--- src/rtl/mult_pkg.sv ---
// Shared widths and sequencing states for the shared signed-multiplier controller.
package mult_pkg;
  localparam int OP_W   = 5;
  localparam int PROD_W = 10;

  typedef enum logic [1:0] {IDLE, ISSUE, WAIT, RESP} state_t;
endpackage

--- src/rtl/rr_arbiter.sv ---
// Combinational round-robin picker: first asserted request at or after ptr, wrapping.
module rr_arbiter #(
  parameter int NUM_REQ = 4,
  parameter int ID_W    = $clog2(NUM_REQ)
) (
  input  logic [NUM_REQ-1:0] req,
  input  logic [ID_W-1:0]    ptr,
  output logic [NUM_REQ-1:0] grant,
  output logic [ID_W-1:0]    grant_idx,
  output logic               any_req
);

  // Offset i walks the ring from ptr; inner loop keeps every index a constant.
  always_comb begin
    grant     = '0;
    grant_idx = '0;
    any_req   = 1'b0;
    for (int i = 0; i < NUM_REQ; i++) begin
      for (int j = 0; j < NUM_REQ; j++) begin
        if (!any_req && req[j] && ((int'(ptr) + i) % NUM_REQ) == j) begin
          grant[j]  = 1'b1;
          grant_idx = ID_W'(j);
          any_req   = 1'b1;
        end
      end
    end
  end

endmodule

--- src/rtl/mult_share_ctrl.sv ---
// Arbitrates NUM_REQ requesters onto one magnitude-only multiplier and restores the sign.
//
// state | meaning
// IDLE  | waiting for a request; grant, accept pulse and operand latch happen here
// ISSUE | operands on mul_a/mul_b, mul_enable high for this one cycle
// WAIT  | multiplier product valid; signed result and owner id captured
// RESP  | rsp_valid high until the consumer takes the result
module mult_share_ctrl
  import mult_pkg::*;
#(
  parameter int NUM_REQ = 4,
  parameter int ID_W    = $clog2(NUM_REQ)
) (
  input  logic                    clk,
  input  logic                    rst,
  input  logic [NUM_REQ-1:0]      req_valid,
  output logic [NUM_REQ-1:0]      req_ready,
  input  logic [OP_W*NUM_REQ-1:0] req_a,
  input  logic [OP_W*NUM_REQ-1:0] req_b,
  output logic                    rsp_valid,
  input  logic                    rsp_ready,
  output logic [ID_W-1:0]         rsp_id,
  output logic [PROD_W-1:0]       rsp_result,
  output logic [OP_W-1:0]         mul_a,
  output logic [OP_W-1:0]         mul_b,
  output logic                    mul_enable,
  input  logic [PROD_W-1:0]       mul_result,
  output logic [15:0]             ops_done
);

  state_t              state, state_nxt;
  logic [ID_W-1:0]     rr_ptr;
  logic [NUM_REQ-1:0]  grant_oh;
  logic [ID_W-1:0]     grant_idx;
  logic                any_req;
  logic [OP_W-1:0]     sel_a, sel_b;
  logic [OP_W-1:0]     op_a, op_b;
  logic                op_sign;
  logic [ID_W-1:0]     op_id;

  rr_arbiter #(.NUM_REQ(NUM_REQ), .ID_W(ID_W)) u_arb (
    .req       (req_valid),
    .ptr       (rr_ptr),
    .grant     (grant_oh),
    .grant_idx (grant_idx),
    .any_req   (any_req)
  );

  always_comb begin
    sel_a = '0;
    sel_b = '0;
    for (int i = 0; i < NUM_REQ; i++) begin
      if (grant_oh[i]) begin
        sel_a = req_a[i*OP_W +: OP_W];
        sel_b = req_b[i*OP_W +: OP_W];
      end
    end
  end

  always_ff @(posedge clk or negedge rst) begin
    if (!rst) state <= IDLE;
    else      state <= state_nxt;
  end

  always_comb begin
    state_nxt = state;
    case (state)
      IDLE:    if (any_req) state_nxt = ISSUE;
      ISSUE:   state_nxt = WAIT;
      WAIT:    state_nxt = RESP;
      RESP:    if (rsp_ready) state_nxt = IDLE;
      default: state_nxt = IDLE;
    endcase
  end

  // req_ready is gated by rst so the accept pulse cannot leak while reset is held.
  always_comb begin
    req_ready  = '0;
    mul_enable = 1'b0;
    rsp_valid  = 1'b0;
    case (state)
      IDLE:    if (rst) req_ready = grant_oh;
      ISSUE:   mul_enable = 1'b1;
      RESP:    rsp_valid = 1'b1;
      default: ;
    endcase
  end

  always_ff @(posedge clk or negedge rst) begin
    if (!rst) begin
      op_a       <= '0;
      op_b       <= '0;
      op_sign    <= 1'b0;
      op_id      <= '0;
      rsp_id     <= '0;
      rsp_result <= '0;
      ops_done   <= '0;
      rr_ptr     <= '0;
    end else begin
      case (state)
        IDLE: begin
          if (any_req) begin
            op_a    <= sel_a;
            op_b    <= sel_b;
            op_sign <= sel_a[OP_W-1] ^ sel_b[OP_W-1];
            op_id   <= grant_idx;
          end
        end
        WAIT: begin
          rsp_result <= op_sign ? (~mul_result + 1'b1) : mul_result;
          rsp_id     <= op_id;
        end
        RESP: begin
          if (rsp_ready) begin
            ops_done <= ops_done + 16'd1;
            rr_ptr   <= (int'(op_id) == NUM_REQ - 1) ? '0 : op_id + 1'b1;
          end
        end
        default: ;
      endcase
    end
  end

  assign mul_a = op_a;
  assign mul_b = op_b;

endmodule

--- config.mk ---
export PLATFORM = sky130hd
export DESIGN_NAME = mult_share_ctrl
export DESIGN_NICKNAME = d
export VERILOG_FILES = /design/src/rtl/mult_pkg.sv /design/src/rtl/rr_arbiter.sv /design/src/rtl/mult_share_ctrl.sv
export SDC_FILE = /design/constraint.sdc
export NUM_CORES = 1
export LEC_CHECK = 0
export CAP_MARGIN = 20
export CORE_ASPECT_RATIO = 2
export CORE_MARGIN = 2
export CORE_UTILIZATION = 45
export CTS_BUF_LIST = sky130_fd_sc_hd__clkbuf_4 sky130_fd_sc_hd__clkbuf_8
export DETAILED_ROUTE_END_ITERATION = 16
export PLACE_DENSITY = 0.81
export SYNTH_ARGS = -nofsm -noshare
export SYNTH_HDL_FRONTEND = slang
export SYNTH_SLANG_ARGS = --single-unit
--- constraint.sdc ---
create_clock -name clk -period 2.4 [get_ports clk]
set_clock_uncertainty 0.1 [all_clocks]
set_input_delay 0.48 -clock clk [delete_from_list [all_inputs] [get_ports clk]]
set_output_delay 0.48 -clock clk [all_outputs]
set_load 0.01 [all_outputs]
### Word level (Yosys, flattened, before mapping)

Index checks and enable logic that the tools add are counted.

* add/sub/neg operators: 6
* equality and inequality tests: 18
* muxes and demuxes: 63
* bitwise operators: 5
* reductions and logical operators: 57

Operators with widths (number)
* $logic_not 32->1: 4
* $mux 5: 8
* $mux 1: 34
* $mux 2: 17
* $logic_and 1x1->1: 31
* $eq 3x3->1 const B: 6
* $add 16x1->16 const B: 1
* $logic_not 1->1: 15
* $add 10x1->10 const B: 1
* $mux 10: 1
* $not 10->10: 1
* $eq 3x2->1 const B: 3
* $eq 2x2->1 const B: 4
* $mux 4: 2
* $pmux 2 s4: 1
* $eq 2x1->1 const B: 3
* $reduce_and 2->1: 3
* $reduce_or 2->1: 3
* $add 2x1->2 const B: 2
* $add 2x2->2 const B: 2
* $ne 2x2->1 const B: 2
* $and 1x1->1 const A: 3
* $logic_not 2->1: 1
* $xor 1x1->1: 1

* bits in registers: 45
* input port bits: 57
* output and inout bits: 44
* word-level logic and storage cells: 158

### Longest topological paths before layout

* depth in word-level cells: 65
* depth in mapped cells: 8
* gate-level depth less buffers: 7

### Hierarchy

Synthesis repeated with hierarchy kept, for this count alone.

* cell total of the unflattened synthesis: 265
* area, all modules: 2517.4 um^2

Modules (own cells, without submodules)
* mult_share_ctrl: times used 1, cells each 238, area an instance 2368.5 um^2, sequential area each 1126.1 um^2
* rr_arbiter: times used 1, cells each 27, area an instance 148.9 um^2, sequential area each 0.0 um^2

### Least setup slack after synthesis

No wires, ideal clock.

* kind: input to output
* from: input port req_valid[1]
* to: output port req_ready[0]
* arrival time: 1.608 ns
* required time: 1.820 ns
* slack: 0.212 ns
* cell stages on the path: 6
* path buffers: 2
* cells stage by stage: buf_2 -> or3_1 -> o221ai_1 -> and2_1 -> buf_2 -> nor2b_1

* cells in the longest elaborated chain, start to end: 49
* elaborated cells between the ends (all ways): 51
* those cells by class: 16 x mux; 35 x reduce/logical

RTL lines
* from (decl): line mult_share_ctrl.sv:16 `input logic [NUM_REQ-1:0] req_valid,`
* $logic_and 1x1->1 (2 in a row): line rr_arbiter.sv:20 `if (!any_req && req[j] && ((int'(ptr) + i) % NUM_REQ) == j) begin`
* $mux 1: line rr_arbiter.sv:20
* $logic_not 1->1: line rr_arbiter.sv:20
* $logic_and 1x1->1 (2 in a row): line rr_arbiter.sv:20
* $mux 1: line rr_arbiter.sv:20
* $logic_not 1->1: line rr_arbiter.sv:20
* $logic_and 1x1->1 (2 in a row): line rr_arbiter.sv:20
* $mux 1: line rr_arbiter.sv:20
* [28 not listed]
* $logic_not 1->1: line rr_arbiter.sv:20
* $logic_and 1x1->1 (2 in a row): line rr_arbiter.sv:20
* $mux 1: line rr_arbiter.sv:20
* $logic_not 1->1: line rr_arbiter.sv:20
* $logic_and 1x1->1 (2 in a row): line rr_arbiter.sv:20
* $mux 1 *: line rr_arbiter.sv:20
* $mux 4 *: line mult_share_ctrl.sv:82 `IDLE: if (rst) req_ready = grant_oh;`
* $mux 4 *: line mult_share_ctrl.sv:81 `case (state)`
* to (decl): line mult_share_ctrl.sv:17 `output logic [NUM_REQ-1:0] req_ready,`

Every way passes the cells marked *; elsewhere a longest branch is shown, timed or not.

### Worst setup path in the final report

* from: input port req_valid[1]
* to: register op_b[0] (netlist: mul_b[0])

* cells in the longest elaborated chain, start to end: 60
* elaborated cells between the ends (all ways): 79
* those cells by class: 34 x mux; 45 x reduce/logical

RTL lines
* $logic_and 1x1->1 (2 in a row): line rr_arbiter.sv:20
* $mux 1: line rr_arbiter.sv:20
* $logic_not 1->1: line rr_arbiter.sv:20
* $logic_and 1x1->1 (2 in a row): line rr_arbiter.sv:20
* $mux 1: line rr_arbiter.sv:20
* $logic_not 1->1: line rr_arbiter.sv:20
* $logic_and 1x1->1 (2 in a row): line rr_arbiter.sv:20
* $mux 1: line rr_arbiter.sv:20
* [39 not listed]
* $mux 1: line rr_arbiter.sv:20
* $logic_not 1->1: line rr_arbiter.sv:20
* $logic_and 1x1->1 (2 in a row): line rr_arbiter.sv:20
* $mux 1: line rr_arbiter.sv:20
* $logic_not 1->1: line rr_arbiter.sv:20
* $logic_and 1x1->1 (2 in a row): line rr_arbiter.sv:20
* $mux 1: line rr_arbiter.sv:20
* $mux 5 / $reduce_and 2->1 (equally long branches)
* to (signal assigned): line mult_share_ctrl.sv:104 `op_b <= sel_b;`
* to (decl): line mult_share_ctrl.sv:37 `logic [OP_W-1:0] op_a, op_b;`

Parallel ways exist; a longest one is shown, timed or not.
A chain may end at the register's enable or synchronous reset.

==> flow_summary.ini <==
[logic_synthesis]
synthTopCellsByArea = dfrtp_1 45%, nand2_1 4.4%, nor2_1 4.2%, xnor2_1 4.2%, xor2_1 4.2%
synth_most_common_cell = dfrtp_1
synthesis.area_um2 = 2490
synth_cell_type_count = 41
syn_nets = 326
synth_warnings = 0
yosysSeqAreaShare_pct = 45.2
synth_flop_cell = dfrtp_1
synth-edff-count = 0
synth_common_cells = 45 x dfrtp_1, 29 x nand2_1, 28 x nor2_1, 14 x o21ai_0
yosys.area.top_type = dfrtp_1
synthArstFlopShare_pct = 100
ys_ff_latch = 45
netlist_instances = 262
syn_avg_cell_area_um2 = 9.50
synth_top_cell_area_share_pct = 45.2

[route]
via_per_inst = 5.46
wirelength_um = 6500
detail_route.wl_per_cell_um = 14.6
antenna_left = 0
drc = 0
drt-pass1-iter-count = 5
num_vias = 2431
drtIter0Drc = 102

[floorplan]
dieHeight_um = 109
pin_count = 101
dieWidth_um = 56.6
coreArea_um2 = 5370
die-area_um2 = 6180
initial_core_util_pct = 46.3
num_rows = 38

[sta]
clock.fmax_mhz = 424
post-route-min-period_ns = 2.36
slew_headroom_pct = 63.2
hold_viol_final = 0
tightestPinTransition_ns = 0.552
setup_viol = 0
hold-worst-slack_ns = 0.189
drv_slew = 0
finalCritPeriodShare_pct = 98.3
setup_ws_ns = 0.0413

[layout]
regArea_um2 = 1130
syn_to_final_growth_pct = 57.0
drive_gt1_share_pct = 16.1
nets = 448
antenna_cells = 0
fillers = 414
multiInputGateArea_um2 = 1320

[place]
port_buffers = 100
place_ws_ns = -0.509
gp_congestion = 0.811
place.detailed.hpwl_um = 5100

[clock_tree]
cts_buffers = 5
cts_tree = built
cts-root-buf = clkbuf_8
clk_path_buf_depth = 2
insertion_delay_ns = 0.29
cts_num_sinks = 45
htreeDepth = 2
clkTransAtPathRegs_ns = 0.09

[grt]
grt_overflow_total = 0
grt_start_max_net_pins = 46
antenna_found_initial = 0
grt_pass1_wl_um = 10500
grt_pass1_vias = 2395
grt.total_usage_pct = 21.7

[hold_path]
hold_path_class = input port to async pin

[worst_setup_path]
crit_type = input port to register
crit_arrival_ns = 2.44
r2r-start = rr_ptr[0]
required_ns = 2.48
r2r_end = mul_b[0]
crit_path_end_kind = register
r2r_slack_ns = 0.16
worst-path-max-fanout = 8
worst_r2r_path_depth = 11
start_kind = input port

[run]
cap_violations = 0

[power]
power_per_cell_area_nw_per_um2 = 1010
finalPower_w = 0.00395
ir_drop_mv = 0.803
p_leak_nw = 1.73

[outcome]
status = complete, no violations
==> what timing repair did <==
action	4_1_cts	5_1_grt
endpoints found under the setup margin	4	13
pin swaps	4	5
setup buffers	4	1
hold buffers	0	0
resized for setup	20	16
==> worst max path at each step <==
stage	from	end	slack, ns
floorplan	req_valid[1]	req_ready[0]	0.21
global placement	req_valid[1]	req_ready[0]	-0.49
detailed placement	req_valid[1]	req_ready[0]	-0.51
CTS	req_valid[0]	req_ready[3]	-0.0009
global route	req_valid[1]	req_ready[0]	-0.04
finish	req_valid[1]	mul_b[0]	0.04
==> per-layer routing <==
metal  vias up  global-route usage, %  share of wire, %
met5         -                      0                 0
met4         0                   11.7               4.4
met3        23                   3.91               4.2
met2       101                   41.3                57
met1      1143                   21.5                34
li1       1164                      -                 -
==> flip-flops by register name (all words and copies together) (netlist names) <==
name        flops
state           2
mul_b           5
op_id           2
mul_a           5
rsp_id          2
ops_done       16
rsp_result     10
op_sign         1
rr_ptr          2
==> report_power, final <==
group,total (W),switching [W],internal (W)
sequential,0.00129,0.000248,0.00104
combinational,0.00207,0.000919,0.00115
clock,0.000590,0.000252,0.000339
==> area by class of cell <==
type / count / area share (%)
clock buffers: 6 / 2.11
clock inverters: 2 / 0.960
inverters: 10 / 0.960
multi-input cells: 192 / 33.8
flip-flops and latches: 45 / 28.9
well taps: 60 / 1.92
repair buffers: 130 / 31.4
==> through the flow <==
| stage | instances | setup TNS (ns) | utilization [%] | instance area, um2 |
|---|---|---|---|---|
| finish | 445 | 0 | 72.8 | 3910 |
| CTS | 444 | -0.000923 | 71.8 | 3860 |
| detailed placement | 432 | -4.05 | 68.7 | 3690 |
| global placement | 432 | -3.70 | 68.7 | 3690 |
| global route | 445 | -0.0436 | 72.8 | 3910 |
| floorplan | 262 | 0 | - | 2490 |
==> critical path, stage by stage <==
cell and delay [ns]:
clkdlybuf4s15_1 0.28, or3_4 0.42, o311ai_4 0.10, nand2_1 0.12
buf_4 0.15, buf_4 0.13, buf_4 0.12, buf_4 0.12
buf_4 0.16, nor2_1 0.10, a2bb2oi_1 0.18, o21ai_1 0.08
==> layout by cell type (no fill, tap or decap), drive strengths merged, types with 2 or more instances in the layout <==
cell type,netlist,layout
dlymetal6s2s,0,5
a2bb2oi,8,8
xor2,12,12
ha,7,7
a32o,2,2
buf,7,33
nand3,9,9
dfrtp,45,45
a21oi,9,9
nand2b,2,2
a32oi,3,3
o21ai,18,18
nor2,28,28
and2,3,3
nand2,29,29
a221oi,8,8
clkdlybuf4s50,0,88
a22oi,3,3
clkdlybuf4s15,0,3
clkbuf,8,6
xnor2,12,12
nor2b,7,7
o31ai,3,3
or3,7,7
inv,10,10
mux2,7,7
==> kinds of logic after synthesis <==
logic type                 after synthesis  share of synthesized area [%]
buffers and inverters                   25                           4.12
adders and majority gates                7                           3.52
xor gates and xnor gates                24                           8.44
AOI/OAI and AO/OA                       64                           18.7
muxes                                    8                           3.57
and+or+nand+nor                         89                           16.4
DFF                                     45                           45.2
(Power assumes the default switching activity.)
